`src/rtl/processing_unit.sv`:
```
// Datapath of a small accumulator-free CPU: four GPRs, PC, IR, address register, ALU and two buses.
// Optional carry/borrow flag register Reg_C with output Cflag is enabled by defining PU_CARRY_FLAG_EN.
module processing_unit #(
   parameter int WORD_SIZE = 8
) (
   input  logic                 clk,
   input  logic                 rst,
   input  logic                 Load_R0,
   input  logic                 Load_R1,
   input  logic                 Load_R2,
   input  logic                 Load_R3,
   input  logic                 Load_PC,
   input  logic                 Inc_PC,
   input  logic                 Load_IR,
   input  logic                 Load_Add_R,
   input  logic                 Load_Reg_Y,
   input  logic                 Load_Reg_Z,
   input  logic [2:0]           Sel_Bus_1_Mux,
   input  logic [1:0]           Sel_Bus_2_Mux,
   input  logic [WORD_SIZE-1:0] mem_word,
   output logic [WORD_SIZE-1:0] instruction,
   output logic                 Zflag,
`ifdef PU_CARRY_FLAG_EN
   output logic                 Cflag,
`endif
   output logic [WORD_SIZE-1:0] address,
   output logic [WORD_SIZE-1:0] Bus_1
);

   typedef enum logic [3:0] {
      OP_NOP = 4'b0000,
      OP_ADD = 4'b0001,
      OP_SUB = 4'b0010,
      OP_AND = 4'b0011,
      OP_NOT = 4'b0100
   } opcode_t;

   typedef enum logic [2:0] {
      SEL1_R0 = 3'd0,
      SEL1_R1 = 3'd1,
      SEL1_R2 = 3'd2,
      SEL1_R3 = 3'd3,
      SEL1_PC = 3'd4
   } sel_bus_1_t;

   typedef enum logic [1:0] {
      SEL2_ALU  = 2'd0,
      SEL2_BUS1 = 2'd1,
      SEL2_MEM  = 2'd2,
      SEL2_ZERO = 2'd3
   } sel_bus_2_t;

   logic [WORD_SIZE-1:0] r [4];
   logic [3:0]           load_r;
   logic [WORD_SIZE-1:0] pc;
   logic [WORD_SIZE-1:0] ir;
   logic [WORD_SIZE-1:0] add_r;
   logic [WORD_SIZE-1:0] reg_y;
   logic                 reg_z;

   logic [WORD_SIZE-1:0] bus_2;
   logic [WORD_SIZE-1:0] alu_out;
   logic                 alu_zero;
   opcode_t              opcode;

   assign load_r = {Load_R3, Load_R2, Load_R1, Load_R0};
   assign opcode = opcode_t'(ir[7:4]);

   // ---------------------------------------------------------------------
   // Buses
   // ---------------------------------------------------------------------
   // NOTE: every combinational output gets a default before the case so a
   // missing or X select can never infer a latch.
   always_comb begin
      Bus_1 = '0;
      case (Sel_Bus_1_Mux)
         SEL1_R0: Bus_1 = r[0];
         SEL1_R1: Bus_1 = r[1];
         SEL1_R2: Bus_1 = r[2];
         SEL1_R3: Bus_1 = r[3];
         SEL1_PC: Bus_1 = pc;
         default: Bus_1 = '0;
      endcase
   end

   always_comb begin
      bus_2 = '0;
      case (Sel_Bus_2_Mux)
         SEL2_ALU:  bus_2 = alu_out;
         SEL2_BUS1: bus_2 = Bus_1;
         SEL2_MEM:  bus_2 = mem_word;
         SEL2_ZERO: bus_2 = '0;
         default:   bus_2 = '0;
      endcase
   end

   // ---------------------------------------------------------------------
   // ALU: data_1 is Reg_Y, data_2 is Bus_1; results wrap
   // ---------------------------------------------------------------------
   always_comb begin
      alu_out = '0;
      case (opcode)
         OP_ADD:  alu_out = reg_y + Bus_1;
         OP_SUB:  alu_out = Bus_1 - reg_y;
         OP_AND:  alu_out = reg_y & Bus_1;
         OP_NOT:  alu_out = ~Bus_1;
         default: alu_out = '0;
      endcase
   end

   assign alu_zero = (alu_out == '0);

`ifdef PU_CARRY_FLAG_EN
   logic [WORD_SIZE:0] add_wide;
   logic               alu_carry;
   logic               reg_c;

   assign add_wide = {1'b0, reg_y} + {1'b0, Bus_1};

   always_comb begin
      alu_carry = 1'b0;
      case (opcode)
         OP_ADD:  alu_carry = add_wide[WORD_SIZE];
         OP_SUB:  alu_carry = (Bus_1 < reg_y);
         default: alu_carry = 1'b0;
      endcase
   end

   always_ff @(posedge clk) begin
      if (rst)
         reg_c <= 1'b0;
      else if (Load_Reg_Z)
         reg_c <= alu_carry;
   end

   assign Cflag = reg_c;
`endif

   // ---------------------------------------------------------------------
   // Register file
   // ---------------------------------------------------------------------
   // NOTE: sequential state uses non-blocking assignments only, so every
   // register samples the pre-edge bus value regardless of block ordering.
   // The register file is four flops, not a RAM, so it is reset like the rest.
   always_ff @(posedge clk) begin
      if (rst) begin
         for (int i = 0; i < 4; i++)
            r[i] <= '0;
      end else begin
         for (int i = 0; i < 4; i++)
            if (load_r[i])
               r[i] <= bus_2;
      end
   end

   // Load beats increment when both are asserted
   always_ff @(posedge clk) begin
      if (rst)
         pc <= '0;
      else if (Load_PC)
         pc <= bus_2;
      else if (Inc_PC)
         pc <= pc + 1'b1;
   end

   always_ff @(posedge clk) begin
      if (rst) begin
         ir    <= '0;
         add_r <= '0;
         reg_y <= '0;
         reg_z <= 1'b0;
      end else begin
         if (Load_IR)
            ir <= bus_2;
         if (Load_Add_R)
            add_r <= bus_2;
         if (Load_Reg_Y)
            reg_y <= bus_2;
         if (Load_Reg_Z)
            reg_z <= alu_zero;
      end
   end

   assign instruction = ir;
   assign address     = add_r;
   assign Zflag       = reg_z;

endmodule

```
`config.mk`:
```
export PLATFORM = sky130hd
export DESIGN_NAME = processing_unit
export DESIGN_NICKNAME = d
export VERILOG_FILES = /design/src/rtl/processing_unit.sv
export SDC_FILE = /design/constraint.sdc
export NUM_CORES = 1
export LEC_CHECK = 0
export ABC_CLOCK_PERIOD_IN_PS = 3600
export BUFFER_PORTS_ARGS = -buffer_cell sky130_fd_sc_hd__buf_2
export CAP_MARGIN = 30
export CORE_ASPECT_RATIO = 0.7
export CORE_UTILIZATION = 54
export CTS_BUF_LIST = sky130_fd_sc_hd__clkbuf_2 sky130_fd_sc_hd__clkbuf_4 sky130_fd_sc_hd__clkbuf_8
export CTS_CLUSTER_DIAMETER = 50
export DETAILED_ROUTE_END_ITERATION = 8
export PLACE_DENSITY = 0.78
export SKIP_LAST_GASP = 1
export SLEW_MARGIN = 15
export SYNTH_ARGS = -nofsm -noshare
export SYNTH_HDL_FRONTEND = slang
export SYNTH_SLANG_ARGS = --single-unit
```
`constraint.sdc`:
```
create_clock -name clk -period 3.6 [get_ports clk]
set_input_delay 0.36 -clock clk [delete_from_list [all_inputs] [get_ports clk]]
set_output_delay 0.36 -clock clk [all_outputs]
set_load 0.01 [all_outputs]
```
Yosys cells after proc, flatten, opt, wreduce, memory -nomap -nowiden. Memory sizes are Yosys's and may differ from the RTL's. Index checks and enable logic that the tools add are counted.

Memories: 1. Bits in writable memories: 32. Logic and storage cells: 53. Output and inout bits: 25. Bits in registers: 33.

Memory list: r (words 4, bits a word 8, read ports 4, clocked after Yosys merged registers in 0, wr ports 4, line 53) `logic [WORD_SIZE-1:0] r [4];`.

$add $sub $neg: 3. Mux-type cells: 23. Equal/unequal tests: 11. Reduce and logical (&&, ||, !) cells: 4. Bitwise logic cells: 6.

Operators with widths (count): $pmux 8 s4 (2); $mux 8 (6); $pmux 8 s5 (1); $mux 1 (14); $add 8x1->8 const B (1); $add 8x8->8 (1); $and 8x8->8 (1); $eq 4x2->1 const B (2); $logic_not 8->1 (1); $not 8->8 (1); $sub 8x8->8 (1); $eq 3x2->1 const B (2); $eq 2x2->1 const B (2); $eq 4x1->1 const B (1); $eq 4x3->1 const B (1); $or 1x1->1 (4); $eq 3x1->1 const B (1); $eq 3x3->1 const B (1); $logic_not 3->1 (1); $eq 2x1->1 const B (1); $logic_not 2->1 (1); $reduce_bool 2->1 (1).

Depth between registers and ports, before layout. Gate-level depths: netlist (run 1).

Depth after elaboration: 6. Mapped depth: 14.

Worst setup path before layout (run 1). OpenSTA, ideal clock, no wires.

Kind: input-to-reg. Start point: input port Sel_Bus_1_Mux[0]. End point: memory r[1][4] (data pin). Library setup time: 274 ps. Path slack: 197 ps. Buffers on the path: 1. Arrival time: 3129 ps. Stages on the path: 12. Cells stage by stage: buf_4 -> mux2_2 -> a32o_1 -> or2_2 -> ha_1 -> nor2b_1 -> o21a_1 -> or3_1 -> a311oi_1 -> o21ai_0 -> a22oi_1 -> nor2_1.

RTL lines: from (decl) (line 18) `input logic [2:0] Sel_Bus_1_Mux,`; to (decl) (line 53).

==> flow_summary.toml, run 1 <==
[run_status]
outcome = "completed"

[critical_path]
path_cells = "inv_1, ha_1, nor3b_1, or3_2, and2_2, ha_1, a21oi_2, nor2b_1, o21a_1, a311oi_2, xnor2_2, a31oi_4, nor2_1"
cp-end-kind = "flip-flop"
cp_max_fo = 8
critPathKind = "reg -> reg"
cp-start-kind = "flip-flop"
cp_top_family = "compound AO/OA/AOI/OAI gates"
cpPeakStageDelay_ns = 0.47
cp_slowest_cell = "or3_2"
cp_num_buf_inv = 1
worstPathArrival_ns = 3.44
crit_top_cell = "ha_1"
cp.required_ns = 3.68

[drt]
vias = 3409
wirelength_um = 10600
viasPerCell = 6.07
routedWlPerCell_um = 18.9
drt_iter0_drc = 445
drc = 0
drt_pass1_iterations = 5
ant_nets = 0

[placement]
place.gp.congestion = 0.939
post_dp_cell_area_um2 = 4310
io_buffers = 49
dp_hpwl_um = 7620

[floorplanning]
io_pins = 50
die-area_um2 = 7490
num_rows = 25
core_area_um2 = 6820
start_util_pct = 56.6
die_x_um = 103
fp.dieH_um = 72.7

[logic_synthesis]
ys.flop_type = "dfxtp_1"
syn-num-nets = 439
synthCells = 403
synth_edf_count = 32
ys_seq_area_share_pct = 42.0
yosysWarnings = 0
synth_async_sr_flop_share_pct = 0
synth_area_um2 = 3860
synth.distinct_cells = 64
syn_area_per_cell_um2 = 9.57
synth_seq_cells = 65

[global_routing]
grt_pass1_wl_um = 16200
grt_max_degree = 43
grt_usage_pct = 29.9
antenna_found_initial = 0
globalRoute.totalOverflow = 0
grt_pass1_vias = 3110

[sta]
skew_ns = 0.0108
worstMarginPinSlew_ns = 0.697
slew_violations = 0
relSlewSlack_pct = 53.3
fin_crit_sh_pct = 93.3
fmax_mhz = 298
period_minus_slack_ns = 3.36
hold_viol = 0
finalSetupViolCount = 0
fin_tns_setup_ns = 0
rsz0062_at_grt = "false"

[cts]
clk_latency_ns = 0.35
cts_buffers = 9
h-tree-depth = 3
cts.path.max_buffers = 2
cts_setup_buffers = 0
clk_pin_slew_ns = 0.08
cts_tree = "built"
cts.sink_count = 65
cts_root_buf = "clkbuf_8"

[finish]
drive_gt1_share_pct = 26.5
post-route-util_pct = 66.0
final_cell_mix = "76 x nor2_1, 49 x buf_2, 32 x dfxtp_1, 32 x edfxtp_1"
area_growth_pct = 16.7
antennaDiodeCount = 0
final_area_um2 = 4500
fin_nets = 499
final_common_cell = "nor2_1"

[power_and_ir_drop]
peakVddDrop_uv = 303
p_per_area_nw_per_um2 = 444
leakage_uw = 0.00182

[hold_path]
hold_path_class = "in -> reg"

[flow_run]
maxCapViolations = 0
repair_timing:
| item | 4_1_cts | 5_1_grt |
|---|---|---|
| endpoints found under the setup margin | 0 | 12 |
| hold buffers | 0 | 0 |
| gates resized for setup | 0 | 3 |
| hold endpoints to repair | 0 | 0 |
path summary, 6_finish.rpt:
path | startpoint | end | slack, ns | cells past startpoint
min reg2reg | Zflag | Zflag | 0.48 | 1
min | Load_Add_R | address[1] | 0.40 | 2
max reg2reg | reg_y[1] | r[1][7] | 0.24 | 13
max | reg_y[1] | r[1][7] | 0.24 | 13
registers in the layout, summed over array words and instances, names as in the netlist:
name         count
pc               8
address          8
instruction      8
reg_y            8
r               32
Zflag            1
routing by layer:
metal  track usage (%)  part of all wire [%]  vias up
li1                  -                     -     1609
met1              44.6                    48     1625
met2              42.4                    42      158
met3              7.28                   8.5       17
met4              9.55                   2.0        0
met5                 0                     0        -
report_power, final:
group | switching (uW) | internal [uW] | leakage, uW | total [uW]
sequential | 37.6 | 830 | 0.000628 | 868
combinational | 314 | 241 | 0.00110 | 555
clock | 304 | 270 | 0.0000972 | 574
Yosys cell counts (8+ instances only):
master / number / area share, %
a211oi_1: 29 / 5.6
a21oi_1: 15 / 1.9
a22oi_1: 10 / 1.9
a311oi_1: 8 / 1.8
buf_1: 9 / 0.88
buf_2: 11 / 1.4
dfxtp_1: 33 / 17
edfxtp_1: 32 / 25
ha_1: 10 / 3.2
inv_1: 8 / 0.78
mux2_2: 11 / 3.2
nand2_1: 12 / 1.2
nand2b_1: 8 / 1.3
nor2_1: 76 / 7.4
nor3_1: 10 / 1.3
xnor2_1: 11 / 2.5
cells by family (layout without fill, tap and decap cells):
| logic type | count (synthesis) | count (layout) | synth area share (%) |
|---|---|---|---|
| AND/OR/NAND/NOR | 152 | 152 | 19.7 |
| AO/OA/AOI/OAI | 101 | 101 | 21.0 |
| flip-flops | 65 | 65 | 42.0 |
| buffers and inverters | 39 | 104 | 4.67 |
| XOR/XNOR | 18 | 18 | 4.09 |
| multiplexers | 17 | 17 | 4.77 |
| adder cells (fa/ha/maj) | 11 | 11 | 3.76 |
metrics by stage:
stage / cells / worst slack [ns] / hold WS [ns] / total power [uW]
3_5_place_dp: 546 / -0.0903 / 0.473 / 1420
5_1_grt: 562 / 0.0197 / 0.419 / 2080
2_1_floorplan: 403 / 0.197 / 0.486 / 1240
4_1_cts: 562 / 0.0450 / 0.386 / 1980
3_3_place_gp: 546 / -0.0436 / 0.452 / 1410
6_report: 562 / 0.243 / 0.405 / 2000
area by class of cell:
cell class | instances | area [um2]
fill | 590 | 2320
multi-input combinational | 299 | 2070
sequential | 65 | 1620
timing repair buffer | 79 | 483
clock buffer | 10 | 138
tap | 94 | 118
clock inverter | 6 | 38.8
inverter | 9 | 33.8
No activity file was read; power rests on OpenSTA's default activity.
==> run 2: changes to the inputs <==
--- a/config.mk
+++ b/config.mk
@@ -13,6 +13,7 @@
 export CTS_BUF_LIST = sky130_fd_sc_hd__clkbuf_2 sky130_fd_sc_hd__clkbuf_4 sky130_fd_sc_hd__clkbuf_8
 export CTS_CLUSTER_DIAMETER = 50
 export DETAILED_ROUTE_END_ITERATION = 8
+export MAX_ROUTING_LAYER = met4
 export PLACE_DENSITY = 0.78
 export SKIP_LAST_GASP = 1
 export SLEW_MARGIN = 15
==> run 2 against run 1 <==
Sequential power is essentially flat. Critical path depth is the same. Via count is 0.12% lower. Routed wire length up 2.5%. Non-clock buffer count shrank 3. Sequential cell count unchanged. Global-route usage rose by 2.0 points. Highest routed layer unchanged.
==> flow_summary.toml, run 2 (synthesis results as in run 1) <==
[floorplanning]
num_rows = 25
io_pins = 50
die_x_um = 103
core_area_um2 = 6820
die-area_um2 = 7490
fp.dieH_um = 72.7
start_util_pct = 56.6

[sta]
fin_crit_sh_pct = 95.2
fmax_mhz = 292
hold_viol = 0
relSlewSlack_pct = 51.1
rsz0062_at_grt = "false"
setup_ws_ns = 0.171
finalSetupViolCount = 0
worstMarginPinSlew_ns = 0.731
skew_ns = 0.0140
period_minus_slack_ns = 3.43
slew_violations = 0
hold_ws_ns = 0.400

[cts]
post_cts_resized = 0
cts.sink_count = 65
cts_buffers = 9
cts_setup_buffers = 0
clk_pin_slew_ns = 0.08
postCtsHoldBufs = 0
h-tree-depth = 3
cts_root_buf = "clkbuf_8"
clk_latency_ns = 0.35
cts_tree = "built"
cts.path.max_buffers = 2

[finish]
antennaDiodeCount = 0
post-route-util_pct = 65.8
final_common_cell = "nor2_1"
regMostFlops = "r"
fin_nets = 496
largest_reg_flops = 32
area_growth_pct = 16.3
final_cell_mix = "76 x nor2_1, 49 x buf_2, 32 x dfxtp_1, 32 x edfxtp_1, 29 x a211oi_1"
drive_gt1_share_pct = 26.0

[drt]
vias = 3405
drc = 0
viasPerCell = 6.09
drt_iter0_drc = 391
routedWlPerCell_um = 19.4
wirelength_um = 10900
drt_pass1_iterations = 5
ant_nets = 0

[global_routing]
grt_pass1_vias = 3145
globalRoute.totalOverflow = 0
grt_pass1_wl_um = 16700
antenna_found_initial = 0
grt_usage_pct = 32.0
grt_max_degree = 43

[hold_path]
hold_path_class = "in -> reg"

[power_and_ir_drop]
leakage_uw = 0.00181
p_per_area_nw_per_um2 = 443
peakVddDrop_uv = 292

[critical_path]
cp-start-kind = "flip-flop"
critPathKind = "reg -> reg"
worstPathArrival_ns = 3.51
cp.required_ns = 3.68
cp-end-kind = "flip-flop"
cp_max_fo = 8

[placement]
io_buffers = 49
place.gp.congestion = 0.899
dp_hpwl_um = 7700
dp_slack_ns = -0.141

[flow_run]
maxCapViolations = 0

[run_status]
outcome = "completed"
run 2: changes by cell type in the layout (fill, tap and decap cells not counted):
cell and delta:
clkbuf_4 +1, inv_4 +1, clkinv_2 -1, buf_12 +1, clkbuf_8 -1, buf_4 -4
run 2: worst paths after layout:
| check | from | to | slack (ns) | depth (start not counted) |
|---|---|---|---|---|
| hold / removal | Load_IR | instruction[2] | 0.40 | 2 |
| setup / recovery | reg_y[1] | r[0][7] | 0.17 | 13 |
| setup reg to reg | reg_y[1] | r[0][7] | 0.17 | 13 |
| hold reg to reg | address[1] | address[1] | 0.49 | 2 |
run 2: metrics by stage:
step                      power (uW)  area (um2)  std cells  setup TNS, ns
final                           1990        4490        559              0
after global routing            2070        4490        559              0
after CTS                       1980        4470        559              0
after detailed placement        1420        4300        543         -0.874
after global placement          1410        4300        543         -0.594
after floorplan                 1240        3860        403              0
run 2: worst max-delay path, stage by stage (launching register included):
cell	delay, ns
dfxtp_2	0.37
inv_1	0.07
ha_1	0.21
nor3b_1	0.16
or3_2	0.47
and2_2	0.22
ha_1	0.31
a21oi_2	0.18
nor2b_1	0.06
o21a_1	0.17
a311oi_2	0.31
xnor2_2	0.15
a31oi_4	0.40
nor2_1	0.08
run 2: metal layers:
layer | vias up | routed length [um] | track usage (%)
li1 | 1600 | - | -
met5 | - | 0 | -
met2 | 187 | 4530 | 43.0
met1 | 1602 | 5200 | 47.2
met3 | 16 | 915 | 5.65
met4 | 0 | 223 | 12.7
run 2: report_power, final:
group / switching (uW) / internal [uW]
Clock: 303 / 261
Sequential: 39.2 / 830
Combinational: 314 / 238
Total: 657 / 1330
run 2: final cells by class:
type | count | area, um2
tap | 94 | 118
fill | 585 | 2330
multi-input combinational | 299 | 2070
clock buffer | 10 | 131
clock inverter | 6 | 40.0
timing repair buffer | 76 | 473
sequential | 65 | 1620
inverter | 9 | 33.8
